`config.mk`:
```
export PLATFORM = sky130hd
export DESIGN_NAME = oled_init_sequencer
export DESIGN_NICKNAME = d
export VERILOG_FILES = /design/src/rtl/oled_pkg.sv /design/src/rtl/oled_init_rom.sv /design/src/rtl/oled_init_sequencer.sv
export SDC_FILE = /design/constraint.sdc
export NUM_CORES = 1
export LEC_CHECK = 0
export ABC_CLOCK_PERIOD_IN_PS = 1900
export BUFFER_PORTS_ARGS = -buffer_cell sky130_fd_sc_hd__buf_2
export CAP_MARGIN = 20
export CORE_MARGIN = 4
export CORE_UTILIZATION = 54
export DETAILED_ROUTE_END_ITERATION = 12
export GPL_TIMING_DRIVEN = 0
export PLACE_DENSITY_LB_ADDON = 0.12
export SYNTH_ARGS = -nofsm -noshare
export SYNTH_HDL_FRONTEND = slang
export SYNTH_HIERARCHICAL = 1
export SYNTH_SLANG_ARGS = --single-unit
```
`constraint.sdc`:
```
create_clock -name clk -period 1.9 [get_ports clk]
set_input_delay 0.095 -clock clk [delete_from_list [all_inputs] [get_ports clk]]
set_output_delay 0.095 -clock clk [all_outputs]
set_load 0.005 [all_outputs]
```
`src/rtl/oled_pkg.sv`:
```
// Shared constants, state encoding and SSD1306 init table for the OLED init sequencer.
// Latency: n/a (constants and a pure combinational helper).
// Backpressure: n/a.
// Contents: engine instruction encodings, bus address, control byte, sequencer
// state enum, command struct, init table and the step -> command mapping helper.
package oled_pkg;

   localparam logic [1:0] INST_START_TX   = 2'd0;
   localparam logic [1:0] INST_STOP_TX    = 2'd1;
   localparam logic [1:0] INST_READ_BYTE  = 2'd2;
   localparam logic [1:0] INST_WRITE_BYTE = 2'd3;

   localparam logic [6:0] OLED_ADDRESS    = 7'h3C;
   localparam logic [7:0] CTRL_CMD_STREAM = 8'h00;
   // SSD1306 NOP, returned for indices past the end of the table
   localparam logic [7:0] ROM_NOP         = 8'hE3;

   localparam int ROM_DEPTH = 25;
   localparam logic [0:ROM_DEPTH-1][7:0] INIT_TABLE = {
      8'hAE, 8'hD5, 8'h80, 8'hA8, 8'h3F, 8'hD3, 8'h00, 8'h40, 8'h8D,
      8'h14, 8'h20, 8'h00, 8'hA1, 8'hC8, 8'hDA, 8'h12, 8'h81, 8'hCF,
      8'hD9, 8'hF1, 8'hDB, 8'h40, 8'hA4, 8'hA6, 8'hAF
   };

   typedef enum logic [2:0] {
      ST_POWERUP_WAIT,
      ST_IDLE,
      ST_ISSUE,
      ST_WAIT_CMPL,
      ST_RELEASE,
      ST_FINISH,
      ST_ABORT
   } seqState_t;

   typedef struct packed {
      logic [1:0] inst;
      logic [7:0] data;
   } i2cCmd_t;

   // Step layout: 0 START, 1 address+W, 2 control byte, 3..initLen+2 table, then STOP.
   function automatic i2cCmd_t stepCmd(input int unsigned stepIdx,
                                       input int unsigned initLen,
                                       input logic [7:0]  romByte);
      i2cCmd_t c;
      c.inst = INST_WRITE_BYTE;
      c.data = romByte;
      if (stepIdx == 0) begin
         c.inst = INST_START_TX;
         c.data = 8'h00;
      end else if (stepIdx == 1) begin
         c.data = {OLED_ADDRESS, 1'b0};
      end else if (stepIdx == 2) begin
         c.data = CTRL_CMD_STREAM;
      end else if (stepIdx > initLen + 2) begin
         c.inst = INST_STOP_TX;
         c.data = 8'h00;
      end
      return c;
   endfunction

endpackage

```
`src/rtl/oled_init_rom.sv`:
```
// Init-command table lookup: index -> SSD1306 command byte, NOP beyond INIT_LEN.
// Latency: purely combinational.
// Backpressure: none.
// Ports: idx (table index), data (command byte).
module oled_init_rom
   import oled_pkg::*;
#(
   parameter int INIT_LEN = 25,
   parameter int IDX_W    = 5
) (
   input  logic [IDX_W-1:0] idx,
   output logic [7:0]       data
);

   always_comb begin
      data = ROM_NOP;
      for (int i = 0; i < ROM_DEPTH; i++) begin
         if (i < INIT_LEN && idx == IDX_W'(i)) begin
            data = INIT_TABLE[i];
         end
      end
   end

endmodule

```
`src/rtl/oled_init_sequencer.sv`:
```
// Walks the SSD1306 init table as one I2C transaction through the byte engine.
// Latency: first command POWERUP_CYCLES after reset; 3 cycles overhead between engine commands.
// Backpressure: holds each command (enable/instruction/byte) until the engine reports complete.
// Ports: clk, rst (async, active high), start; busy/done/error status;
//        i2c_instruction/i2c_enable/i2c_byte to the engine, i2c_complete/i2c_nack from it.
// Build option: OLED_NACK_RETRY_EN enables NACK abort with STOP and bounded retries.
module oled_init_sequencer
#(
   parameter int POWERUP_CYCLES = 540000,
   parameter int INIT_LEN       = 25,
   parameter int MAX_RETRIES    = 3
) (
   input  logic       clk,
   input  logic       rst,
   input  logic       start,
   output logic       busy,
   output logic       done,
   output logic       error,
   output logic [1:0] i2c_instruction,
   output logic       i2c_enable,
   output logic [7:0] i2c_byte,
   input  logic       i2c_complete,
   input  logic       i2c_nack
);
   import oled_pkg::*;

   localparam int STEP_W    = $clog2(INIT_LEN + 4);
   localparam int LAST_STEP = INIT_LEN + 3;
   localparam int CNT_W     = (POWERUP_CYCLES > 1) ? $clog2(POWERUP_CYCLES) : 1;
   localparam seqState_t RESET_STATE = (POWERUP_CYCLES == 0) ? ST_IDLE : ST_POWERUP_WAIT;

   seqState_t         state;
   logic [STEP_W-1:0] step;
   logic [CNT_W-1:0]  delayCnt;
   logic [7:0]        romByte;
   i2cCmd_t           nextCmd;

`ifdef OLED_NACK_RETRY_EN
   localparam int RETRY_W = $clog2(MAX_RETRIES + 2);
   logic [RETRY_W-1:0] retryCnt;
   logic               nackLat;
   logic               aborting;
`else
   localparam int unusedRetryBudget = MAX_RETRIES;
   logic unusedNack;
   assign unusedNack = i2c_nack;
`endif

   // Outputs are loaded on entry to ISSUE so the engine accepts during ISSUE;
   // the ROM is therefore addressed with the byte for step+1 (table index step-2).
   oled_init_rom #(
      .INIT_LEN (INIT_LEN),
      .IDX_W    (STEP_W)
   ) uRom (
      .idx  (step - STEP_W'(2)),
      .data (romByte)
   );

   assign nextCmd = stepCmd(32'(step) + 32'd1, INIT_LEN, romByte);

   always_ff @(posedge clk or posedge rst) begin
      if (rst) begin
         state           <= RESET_STATE;
         step            <= '0;
         delayCnt        <= '0;
         busy            <= 1'b0;
         done            <= 1'b0;
         error           <= 1'b0;
         i2c_enable      <= 1'b0;
         i2c_instruction <= INST_START_TX;
         i2c_byte        <= 8'h00;
`ifdef OLED_NACK_RETRY_EN
         retryCnt        <= '0;
         nackLat         <= 1'b0;
         aborting        <= 1'b0;
`endif
      end else begin
         case (state)
            ST_POWERUP_WAIT: begin
               if (start || delayCnt == CNT_W'(POWERUP_CYCLES - 1)) begin
                  state           <= ST_ISSUE;
                  step            <= '0;
                  busy            <= 1'b1;
                  i2c_enable      <= 1'b1;
                  i2c_instruction <= INST_START_TX;
                  i2c_byte        <= 8'h00;
               end else begin
                  delayCnt <= delayCnt + CNT_W'(1);
               end
            end

            ST_IDLE: begin
               if (start) begin
                  state           <= ST_ISSUE;
                  step            <= '0;
                  busy            <= 1'b1;
                  done            <= 1'b0;
                  error           <= 1'b0;
                  i2c_enable      <= 1'b1;
                  i2c_instruction <= INST_START_TX;
                  i2c_byte        <= 8'h00;
`ifdef OLED_NACK_RETRY_EN
                  retryCnt        <= '0;
`endif
               end
            end

            // The engine still shows the previous complete here; it is only
            // looked at from WAIT_CMPL onwards.
            ST_ISSUE: begin
               state <= ST_WAIT_CMPL;
            end

            ST_WAIT_CMPL: begin
               if (i2c_complete) begin
                  state      <= ST_RELEASE;
                  i2c_enable <= 1'b0;
`ifdef OLED_NACK_RETRY_EN
                  if (i2c_instruction == INST_WRITE_BYTE) begin
                     nackLat <= i2c_nack;
                  end
`endif
               end
            end

            ST_RELEASE: begin
               if (step == STEP_W'(LAST_STEP)) begin
`ifdef OLED_NACK_RETRY_EN
                  if (aborting) begin
                     aborting <= 1'b0;
                     retryCnt <= retryCnt + RETRY_W'(1);
                     if (int'(retryCnt) < MAX_RETRIES) begin
                        state           <= ST_ISSUE;
                        step            <= '0;
                        i2c_enable      <= 1'b1;
                        i2c_instruction <= INST_START_TX;
                        i2c_byte        <= 8'h00;
                     end else begin
                        error <= 1'b1;
                        busy  <= 1'b0;
                        state <= ST_IDLE;
                     end
                  end else begin
                     state <= ST_FINISH;
                  end
`else
                  state <= ST_FINISH;
`endif
               end
`ifdef OLED_NACK_RETRY_EN
               else if (nackLat) begin
                  state <= ST_ABORT;
               end
`endif
               else begin
                  state           <= ST_ISSUE;
                  step            <= step + STEP_W'(1);
                  i2c_enable      <= 1'b1;
                  i2c_instruction <= nextCmd.inst;
                  i2c_byte        <= nextCmd.data;
               end
            end

            ST_FINISH: begin
               busy  <= 1'b0;
               done  <= 1'b1;
               state <= ST_IDLE;
`ifdef OLED_NACK_RETRY_EN
               retryCnt <= '0;
`endif
            end

`ifdef OLED_NACK_RETRY_EN
            // Close the bus with a STOP; RELEASE of that STOP decides retry vs error.
            ST_ABORT: begin
               aborting        <= 1'b1;
               nackLat         <= 1'b0;
               step            <= STEP_W'(LAST_STEP);
               state           <= ST_ISSUE;
               i2c_enable      <= 1'b1;
               i2c_instruction <= INST_STOP_TX;
               i2c_byte        <= 8'h00;
            end
`endif

            default: begin
               state <= ST_IDLE;
            end
         endcase
      end
   end

endmodule

```
==> impl_metrics.tcl, run 1 <==
set metrics [dict create \
    clk_pin_slew_ps 90 \
    power_mw 4.06 \
    post-route-min-period_ps 2070 \
    use_met2_pct 35.8 \
    clkPwrFrac_pct 18.6 \
    fill_cells 343 \
    vias 2212 \
    io_buffers 16 \
    p_leak_nw 1.62 \
    place_hpwl_um 3700 \
    yosys.area.top_type "dfrtp_1" \
    start_kind "flip-flop" \
    place_area_mm2 0.00284 \
    worst_slack_ps -174 \
    die_x_um 77.7 \
    syn_to_final_growth_pct 28.9 \
    start_util_pct 55.5 \
    endpoint_kind "flip-flop" \
    rows 25 \
    ys_seq_area_share_pct 39.1 \
    arrival_ps 2280 \
    grt_pass1_vias 2101 \
    crit_family "compound AO/OA/AOI/OAI gates" \
    required_ps 2100 \
    netlist_instances 271 \
    drc 0 \
    ir_worst_vdd_mv 0.717 \
    grt_busiest_layer "met2" \
    path_max_fanout 6 \
    critical_path.cell_chain "buf_6 -> nor3_4 -> xor2_2 -> buf_4 -> nor2_2 -> o311a_1 -> a221o_1 -> a32o_1" \
    dieHeight_um 77.7 \
    placed_cells 354 \
    drive_gt1_share_pct 36.6 \
    skew_ps 11.8 \
    hold_path.class "in2async" \
    critPathKind "reg2reg" \
    grt_start_max_net_pins 42 \
    power.internal_mw 2.49 \
    rsz0062_at_grt "true" \
    core_mm2 0.00472 \
    slew_viol_final 0 \
    tightest_slew_ps 849 \
    cts_made_buffers 5 \
    combPwrFrac_pct 52.0 \
    synthTopCellsByArea "dfrtp_1 39%, xor2_1 5.7%, ha_1 3.8%, nor2_1 3.1%, a21oi_1 2.9%" \
    slowest_stage "dfrtp_1" \
    pin_count 19 \
    avgSynthCellArea_um2 9.68 \
    violations "hold timing, setup timing" \
    grt.met3_usage_pct 3.83 \
    path_buf_inv 2 \
    n_antenna_cell 0 \
    vias_per_cell 5.72 \
    grt_pass1_wl_um 10100 \
    yosys.area.top_type_share_pct 39.1 \
    grtUsageTotal_pct 21.3 \
    whs_ps -45.0 \
    cts_tree "yes" \
    p_sw_mw 1.56 \
    layout.cells.non_filler 387 \
    cts_max_level 2 \
    synth_edf_count 0 \
    grtUsageMet1_pct 27.2 \
    yosys_warnings 6 \
    wl_per_cell_um 16.2 \
    max_cap_viol_count 0 \
    clockBufferDepth 2 \
    dieArea_mm2 0.00604 \
    max_freq_mhz 482 \
    yosys_register_bits 41 \
    synth_top_flop_cell "dfrtp_1" \
    nNetsFinal 332 \
    finalHoldViolCount 41 \
    gp_congestion 0.819 \
    async_flop_share_pct 100 \
    clock_latency_ps 310 \
    drtAntennaViolNets 0 \
    syn-num-nets 284 \
    p_per_area_mw_per_mm2 1200 \
    period_share_pct 109 \
    status "finished, violations left" \
    first_iter_violations 192 \
    cts.root.buffer_cell "clkbuf_8" \
    ys_types 64 \
    antenna_found_initial 0 \
    slew_headroom_pct 43.3 \
    slowest_delay_ps 400 \
    synthesis.area_mm2 0.00262 \
    fin_area_mm2 0.00338 \
    seqPwrFrac_pct 29.4 \
    firstDrtPassIters 4 \
    numClockSinks 41 \
    finalSetupViolations 9 \
    grt_overflow 0 \
    finalWirelength_um 6280 \
    swShare_pct 38.6 \
]
[synthesized netlist by cell type, drive strengths merged, types with 2 or more instances]
cell type / number
a22o: 2
a221o: 5
nand3b: 2
nand2: 21
xor2: 17
o21ai: 9
buf: 17
a32o: 4
nand3: 13
nor2b: 4
nor4: 2
dfrtp: 41
nor2: 23
a2bb2oi: 2
a21o: 6
o21a: 3
a21oi: 16
and3: 3
o32ai: 2
ha: 8
o31ai: 4
and4: 5
nand2b: 5
nor3: 10
o22ai: 3
a21boi: 2
nand4: 3
nor3b: 2
or2: 2
nor4b: 2
xnor2: 6
inv: 11
[power groups by stage]
stage	Combinational [mW]	Sequential [mW]	Clock, mW
6_report	2.11	1.19	0.755
5_1_grt	2.29	1.22	0.805
4_1_cts	1.90	1.18	0.763
3_5_place_dp	1.58	1.20	0
3_3_place_gp	1.57	1.20	0
2_1_floorplan	1.23	1.19	0
[worst paths after layout]
path	start	endpoint	depth (start not counted)	slack, ps
worst min register to register	delayCnt[19]$_DFFE_PP0P_	delayCnt[19]$_DFFE_PP0P_	1	480
worst max-delay path	step[2]$_DFFE_PP0P_	i2c_byte[1]$_DFFE_PP0P_	8	-170
min in group clk	i2c_complete	state[1]$_DFFE_PP0P_	2	50
max in group asynchronous	rst	delayCnt[14]$_DFFE_PP0P_	2	1340
worst max register to register	step[2]$_DFFE_PP0P_	i2c_byte[1]$_DFFE_PP0P_	8	-170
worst min-delay path	rst	i2c_enable$_DFFE_PP0P_	2	-50
[stage by stage]
step | setup slack, ps | utilization, % | setup TNS [ps]
after floorplan | -17.5 | - | -24.3
after global placement | -198 | 60.2 | -2140
after detailed placement | -217 | 60.2 | -2380
after CTS | -138 | 68.0 | -1050
after global routing | -290 | 71.5 | -3010
final | -174 | 71.5 | -1200
[cell families after synthesis]
logic type	after synthesis	synth area share, %
simple gates	99	21.7
compound gates	68	20.9
flops	41	39.1
buf+inv	29	5.87
xor+xnor	23	7.68
fa+ha+maj	8	3.82
mux	2	0.811
other cells	1	0.143
[layout make-up]
cell class | instances | area [um^2] | area share [%]
clock inverters | 1 | 30.0 | 0.889
inverters | 11 | 43.8 | 1.30
flip-flops and latches | 41 | 1030 | 30.5
clock buffers | 7 | 86.3 | 2.55
repair buffers | 41 | 305 | 9.03
well taps | 67 | 83.8 | 2.48
multi-input cells | 201 | 1640 | 48.6
plain buffers | 18 | 155 | 4.59
[layer usage]
layer	vias to the layer above	wire length (um)	share of wire, %
met4	0	125	2.0
met1	1079	2740	44
met5	-	0	0
met3	16	206	3.3
li1	1065	-	-
met2	52	3210	51
[registers in the layout, summed over array words and instances, names as in the netlist]
name and count:
delayCnt 20, i2c_byte 8, done 1, i2c_enable 1
step 5, state 3, busy 1, i2c_instruction 2
[worst register-to-register path, stage by stage (launching register included)]
cell     delay, ps
dfrtp_1        400
buf_6          140
nor3_4         200
xor2_2         270
buf_4          170
nor2_2          40
o311a_1        290
a221o_1        260
a32o_1         210
[repair_timing]
action	in CTS	in global routing
pin swaps	15	18
setup endpoints to repair	24	33
hold buffers	0	0
setup buffers	14	9
resized for setup	22	25
cloned	2	0
[cells in the final DEF, fill, tap and decap left out, drive strengths merged, types with 2 or more instances in the layout]
master   netlist  final
and4           5      5
buf           17     59
dfrtp         41     41
inv           11     11
nand3         13     13
a2bb2oi        2      2
nor4           2      2
a22o           2      2
nor2b          4      4
nor2          23     23
xor2          17     17
o21a           3      3
a21oi         16     16
a21o           6      6
nor3b          2      2
o22ai          3      3
nor3          10     10
clkbuf         1      7
nand3b         2      2
a32o           4      4
o31ai          4      4
nand2b         5      5
or2            2      2
ha             8      8
xnor2          6      6
o32ai          2      2
nand4          3      3
nor4b          2      2
a21boi         2      2
a221o          5      5
nand2         21     21
o21ai          9      9
and3           3      3
(Power assumes the default switching activity.)
==> run 2: changes to the inputs <==
--- a/config.mk
+++ b/config.mk
@@ -12,7 +12,7 @@
 export CORE_UTILIZATION = 54
 export DETAILED_ROUTE_END_ITERATION = 12
 export GPL_TIMING_DRIVEN = 0
-export PLACE_DENSITY_LB_ADDON = 0.12
+export PLACE_DENSITY = 0.75
 export SYNTH_ARGS = -nofsm -noshare
 export SYNTH_HDL_FRONTEND = slang
 export SYNTH_HIERARCHICAL = 1
==> run 2 against run 1 <==
- the run ends with setup timing left
- design area up 2.4%
- worst setup slack better by 45 ps
- via count up 3.8%
- worst hold slack better by 110 ps
- clock power up 11%
- register-to-register slack better by 50 ps
- total power up 2.9%
- sequential cell count unchanged
- sequential share of layout area down 0.78 points
- critical endpoint is now i2c_byte[5]$_DFFE_PP0P_
- highest routed layer unchanged
==> impl_metrics.tcl, run 2 (same netlist as run 1, synthesis figures left out) <==
set metrics [dict create \
    slew_viol_final 0 \
    nNetsFinal 342 \
    io_buffers 16 \
    mostFrequentLayoutCells "39 x dfrtp_1, 33 x buf_4, 22 x nor2_1, 21 x buf_2, 19 x nand2_1" \
    largest_registers "delayCnt: 20 flops, i2c_byte: 8 flops, step: 5 flops" \
    start_kind "flip-flop" \
    core_mm2 0.00472 \
    cts_made_buffers 5 \
    vias_per_cell 5.79 \
    clockBufferDepth 2 \
    ir_worst_vdd_mv 0.792 \
    finalWirelength_um 6320 \
    regMostFlops "delayCnt" \
    finalHoldViolCount 0 \
    power_mw 4.18 \
    start_util_pct 55.5 \
    rr_endpoint "i2c_byte[5]$_DFFE_PP0P_" \
    grt_start_max_net_pins 42 \
    fill_cells 310 \
    startpoint "step[2]$_DFFE_PP0P_" \
    n_antenna_cell 0 \
    max_cap_viol_count 0 \
    setup.worst_path.end "i2c_byte[5]$_DFFE_PP0P_" \
    gp_congestion 0.807 \
    arrival_ps 2260 \
    syn_to_final_growth_pct 31.9 \
    layout_commonest_cell "dfrtp_1" \
    critPathKind "reg2reg" \
    worst_slack_ps -129 \
    reg2reg_depth 7 \
    dieArea_mm2 0.00604 \
    vias 2297 \
    wl_per_cell_um 15.9 \
    first_iter_violations 159 \
    path_max_fanout 6 \
    period_share_pct 107 \
    post-route-min-period_ps 2030 \
    rsz0062_at_grt "true" \
    largest_reg_flops 20 \
    r2r-start "step[2]$_DFFE_PP0P_" \
    reg2reg_slack_ps -130 \
    p_leak_nw 1.65 \
    hold_path.class "in2reg" \
    clock_latency_ps 290 \
    cts_max_level 2 \
    grt_overflow 0 \
    required_ps 2140 \
    max_freq_mhz 493 \
    drtAntennaViolNets 0 \
    status "finished, violations left" \
    skew_ps 8.42 \
    cts_tree "yes" \
    endpoint_kind "flip-flop" \
    violations "setup timing" \
    seq_area_mm2 0.00103 \
    pin_count 19 \
    finalSetupViolations 17 \
    die_x_um 77.7 \
    drive_gt1_share_pct 38.2 \
    place_hpwl_um 3590 \
    cts.root.buffer_cell "clkbuf_8" \
    place_ws_ps -212 \
    grt_pass1_vias 2124 \
    slew_headroom_pct 43.3 \
    numClockSinks 41 \
    rows 25 \
    multiInputGateArea_mm2 0.00165 \
    clk_pin_slew_ps 80 \
    tightest_slew_ps 849 \
    grtUsageTotal_pct 20.5 \
    dieHeight_um 77.7 \
    grt_pass1_wl_um 9850 \
    drc 0 \
    firstDrtPassIters 4 \
    p_per_area_mw_per_mm2 1210 \
    antenna_found_initial 0 \
]
run 2: what timing repair did:
| action | 4_1_cts | 5_1_grt |
|---|---|---|
| resized for setup | 25 | 28 |
| endpoints found under the hold margin | 19 | 0 |
| cloned | 1 | 1 |
| endpoints found under the setup margin | 23 | 29 |
| pin swaps | 16 | 15 |
| hold buffers | 1 | 0 |
| buffers inserted | 21 | 11 |
run 2: worst min-delay path by stage:
stage | to | from | depth (start not counted) | slack (ps)
2_1_floorplan | state[1]$_DFFE_PP0P_ | i2c_complete | 1 | 200
3_3_place_gp | state[1]$_DFFE_PP0P_ | i2c_complete | 2 | 350
3_5_place_dp | step[4]$_DFFE_PP0P_ | rst | 2 | 330
4_1_cts | state[1]$_DFFE_PP0P_ | i2c_complete | 2 | 40
5_1_grt | state[1]$_DFFE_PP0P_ | i2c_complete | 2 | 60
6_report | state[1]$_DFFE_PP0P_ | i2c_complete | 2 | 60
run 2: layout make-up:
cell class              instances  area share [%]
multi-input cells             201            47.7
clock buffers                   5            1.99
well taps                      67            2.42
repair buffers                 51            10.6
inverters                      11            1.34
flip-flops and latches         41            29.7
clock inverters                 3            1.88
plain buffers                  18            4.38
run 2: layer usage:
| layer | GRT usage [%] | part of all wire, % | vias to the layer above |
|---|---|---|---|
| li1 | - | - | 1088 |
| met3 | 3.71 | 4.6 | 14 |
| met2 | 35.5 | 49 | 65 |
| met4 | 8.19 | 2.2 | 0 |
| met1 | 24.9 | 44 | 1130 |
| met5 | 0 | 0 | - |
run 2: where the power goes:
group	internal (mW)	switching, mW
Combinational	1.02	1.13
Clock	0.522	0.314
Sequential	1.05	0.142
run 2: critical path: stages, from the launching register on:
cell and delay (ps):
dfrtp_1 410, buf_4 150, ha_4 170, and3b_2 230, o32ai_4 300, nand3b_1 220, nor3_4 320, a221o_1 160
run 2: per-stage QoR:
stage | hold slack [ps] | utilization (%) | cells | setup TNS (ps) | cell area, um^2
after floorplan | 204 | - | 271 | -24.3 | 2680
after global placement | 348 | 60.2 | 354 | -1870 | 2840
after detailed placement | 328 | 60.2 | 354 | -2130 | 2840
after CTS | 36.3 | 69.3 | 385 | -632 | 3270
after global routing | 62.8 | 73.2 | 397 | -2850 | 3460
final | 60.6 | 73.2 | 397 | -1150 | 3460
==> run 3: changes to the inputs <==
--- a/config.mk
+++ b/config.mk
@@ -5,14 +5,15 @@
 export SDC_FILE = /design/constraint.sdc
 export NUM_CORES = 1
 export LEC_CHECK = 0
-export ABC_CLOCK_PERIOD_IN_PS = 1900
+export ABC_CLOCK_PERIOD_IN_PS = 2100
 export BUFFER_PORTS_ARGS = -buffer_cell sky130_fd_sc_hd__buf_2
 export CAP_MARGIN = 20
 export CORE_MARGIN = 4
-export CORE_UTILIZATION = 54
+export CORE_UTILIZATION = 60
 export DETAILED_ROUTE_END_ITERATION = 12
 export GPL_TIMING_DRIVEN = 0
-export PLACE_DENSITY = 0.75
+export PLACE_DENSITY = 0.79
+export REMOVE_ABC_BUFFERS = 1
 export SYNTH_ARGS = -nofsm -noshare
 export SYNTH_HDL_FRONTEND = slang
 export SYNTH_HIERARCHICAL = 1
==> constraint.sdc (replaced) <==
create_clock -name clk -period 2.1 [get_ports clk]
set_input_delay 0.105 -clock clk [delete_from_list [all_inputs] [get_ports clk]]
set_output_delay 0.105 -clock clk [all_outputs]
set_load 0.005 [all_outputs]
==> run 3 against run 2 <==
- the flow finishes with violations (hold timing, setup timing)
- critical endpoint is now i2c_byte[1]$_DFFE_PP0P_
- global-route usage rose by 2.8 points
- clock power shrank 20%
- combinational power down 23%
- final cell count down 9.8%
- sequential power is essentially flat
- sequential cell count unchanged
- worst hold slack lost 88 ps
- critical path depth unchanged
- sequential share of layout area rose by 2.9 points
- die area decreased by 9.0%
- clock skew shrank 0.95 ps
- largest power group unchanged
==> impl_metrics.tcl, run 3 (same netlist as run 1, synthesis figures left out) <==
set metrics [dict create \
    slowest_delay_ps 470 \
    status "finished, violations left" \
    largest_registers "delayCnt: 20 flops, i2c_byte: 8 flops, step: 5 flops" \
    combPwrFrac_pct 47.3 \
    core_mm2 0.00412 \
    clkPwrFrac_pct 19.0 \
    rr_endpoint "i2c_byte[1]$_DFFE_PP0P_" \
    grt_start_max_net_pins 42 \
    clk_pin_slew_ps 80 \
    drive_gt1_share_pct 31.2 \
    swShare_pct 39.4 \
    post-route-min-period_ps 2170 \
    arrival_ps 2370 \
    n_antenna_cell 0 \
    antenna_found_initial 0 \
    ctsHoldBuffers 0 \
    power.internal_mw 2.13 \
    start_util_pct 63.7 \
    vias_per_cell 6.34 \
    r2r-start "step[1]$_DFFE_PP0P_" \
    endpoint_kind "flip-flop" \
    dieHeight_um 74.1 \
    vias 2269 \
    critPathKind "reg2reg" \
    path_max_fanout 7 \
    largest_reg_flops 20 \
    critical_path.cell_chain "clkinvlp_4 -> ha_2 -> xor2_4 -> nor2_2 -> o311a_1 -> a221o_1 -> a32o_1" \
    ir_worst_vdd_mv 1.01 \
    numClockSinks 41 \
    gp_congestion 0.818 \
    pin_count 19 \
    rsz0062_at_grt "true" \
    reg2reg_depth 7 \
    max_freq_mhz 460 \
    slew_headroom_pct 43.4 \
    place_hpwl_um 3330 \
    grt_pass1_vias 2121 \
    finalHoldViolCount 41 \
    wl_per_cell_um 17.9 \
    layout_commonest_cell "dfrtp_1" \
    slowest_stage "dfrtp_2" \
    firstDrtPassIters 5 \
    multiInputGateArea_mm2 0.00159 \
    rows 23 \
    syn_to_final_growth_pct 21.1 \
    start_kind "flip-flop" \
    seqPwrFrac_pct 33.7 \
    fin_area_mm2 0.00318 \
    drc 0 \
    finalWirelength_um 6420 \
    max_cap_viol_count 0 \
    skew_ps 7.47 \
    finalSetupViolations 8 \
    fill_cells 247 \
    cts.root.buffer_cell "clkbuf_8" \
    first_iter_violations 305 \
    violations "hold timing, setup timing" \
    cts_max_level 2 \
    whs_ps -27.9 \
    cts_tree "yes" \
    die_x_um 74.1 \
    regMostFlops "delayCnt" \
    grt_pass1_wl_um 9930 \
    clockBufferDepth 2 \
    cts_made_buffers 5 \
    drtAntennaViolNets 0 \
    clock_latency_ps 300 \
    reg2reg_slack_ps -70 \
    postLayoutCoreUtil_pct 77.2 \
    mostFrequentLayoutCells "36 x dfrtp_1, 24 x buf_4, 22 x nor2_1, 20 x nand2_1, 16 x buf_2" \
    required_ps 2300 \
    hold_path.class "in2async" \
    p_leak_nw 1.51 \
    tns_ps -343 \
    nNetsFinal 320 \
    power_mw 3.51 \
    io_buffers 16 \
    worst_slack_ps -74.2 \
    dieArea_mm2 0.00549 \
    period_share_pct 104 \
    place_area_mm2 0.00265 \
    grtUsageTotal_pct 23.2 \
    tightest_slew_ps 847 \
    p_sw_mw 1.38 \
    slew_viol_final 0 \
    grt_overflow 0 \
    p_per_area_mw_per_mm2 1100 \
    seq_area_mm2 0.00103 \
]
run 3: layer usage:
layer  GRT usage [%]  part of all wire (%)  wire, um
met4            11.1                   4.0       259
met2            37.5                    49      3160
met3            5.00                   6.6       425
met1            29.8                    40      2580
met5               0                     0         0
run 3: power groups by stage:
stage | Sequential [mW] | Combinational, mW | Clock, mW
4_1_cts | 1.16 | 1.38 | 0.676
6_report | 1.18 | 1.66 | 0.667
2_1_floorplan | 1.17 | 0.839 | 0
5_1_grt | 1.21 | 1.81 | 0.711
3_3_place_gp | 1.20 | 1.08 | 0
3_5_place_dp | 1.21 | 1.09 | 0
run 3: how the worst max path moves through the flow:
| stage | startpoint | end | slack, ps | cells past startpoint |
|---|---|---|---|---|
| after floorplan | step[1]$_DFFE_PP0P_ | i2c_byte[5]$_DFFE_PP0P_ | -400 | 8 |
| after global placement | step[1]$_DFFE_PP0P_ | i2c_byte[5]$_DFFE_PP0P_ | -770 | 8 |
| after detailed placement | step[1]$_DFFE_PP0P_ | i2c_byte[3]$_DFFE_PP0P_ | -780 | 8 |
| after CTS | step[2]$_DFFE_PP0P_ | i2c_byte[3]$_DFFE_PP0P_ | -10 | 8 |
| after global routing | step[2]$_DFFE_PP0P_ | i2c_byte[1]$_DFFE_PP0P_ | -180 | 8 |
| final | step[1]$_DFFE_PP0P_ | i2c_byte[1]$_DFFE_PP0P_ | -70 | 7 |
run 3: repair_timing:
item,CTS,global route
endpoints found under the setup margin,34,22
gates cloned,1,2
pin swaps,4,6
gates resized for setup,22,13
setup buffers,16,12
run 3: critical path, delay by kind of cell (launching register included):
family / cells / cell delay [ps]
buffers and inverters: 1 / 140
DFF: 1 / 470
adders and majority gates: 1 / 230
AOI/OAI and AO/OA: 3 / 870
xor gates and xnor gates: 1 / 270
and+or+nand+nor: 1 / 90
run 3: stage by stage:
stage	setup WS, ps	cells
floorplan	-395	253
global placement	-767	319
detailed placement	-782	319
CTS	-11.8	344
global route	-182	358
finish	-74.2	358
run 3: area by class of cell:
cell class                      count  area share, %
Clock buffer                        7           2.72
Clock inverter                      1          0.946
Inverter                           11           1.54
Multi-Input combinational cell    203           50.2
Sequential cell                    41           32.6
Tap cell                           50           1.97
Timing Repair Buffer               44           9.89
Timing Repair inverter              1          0.158
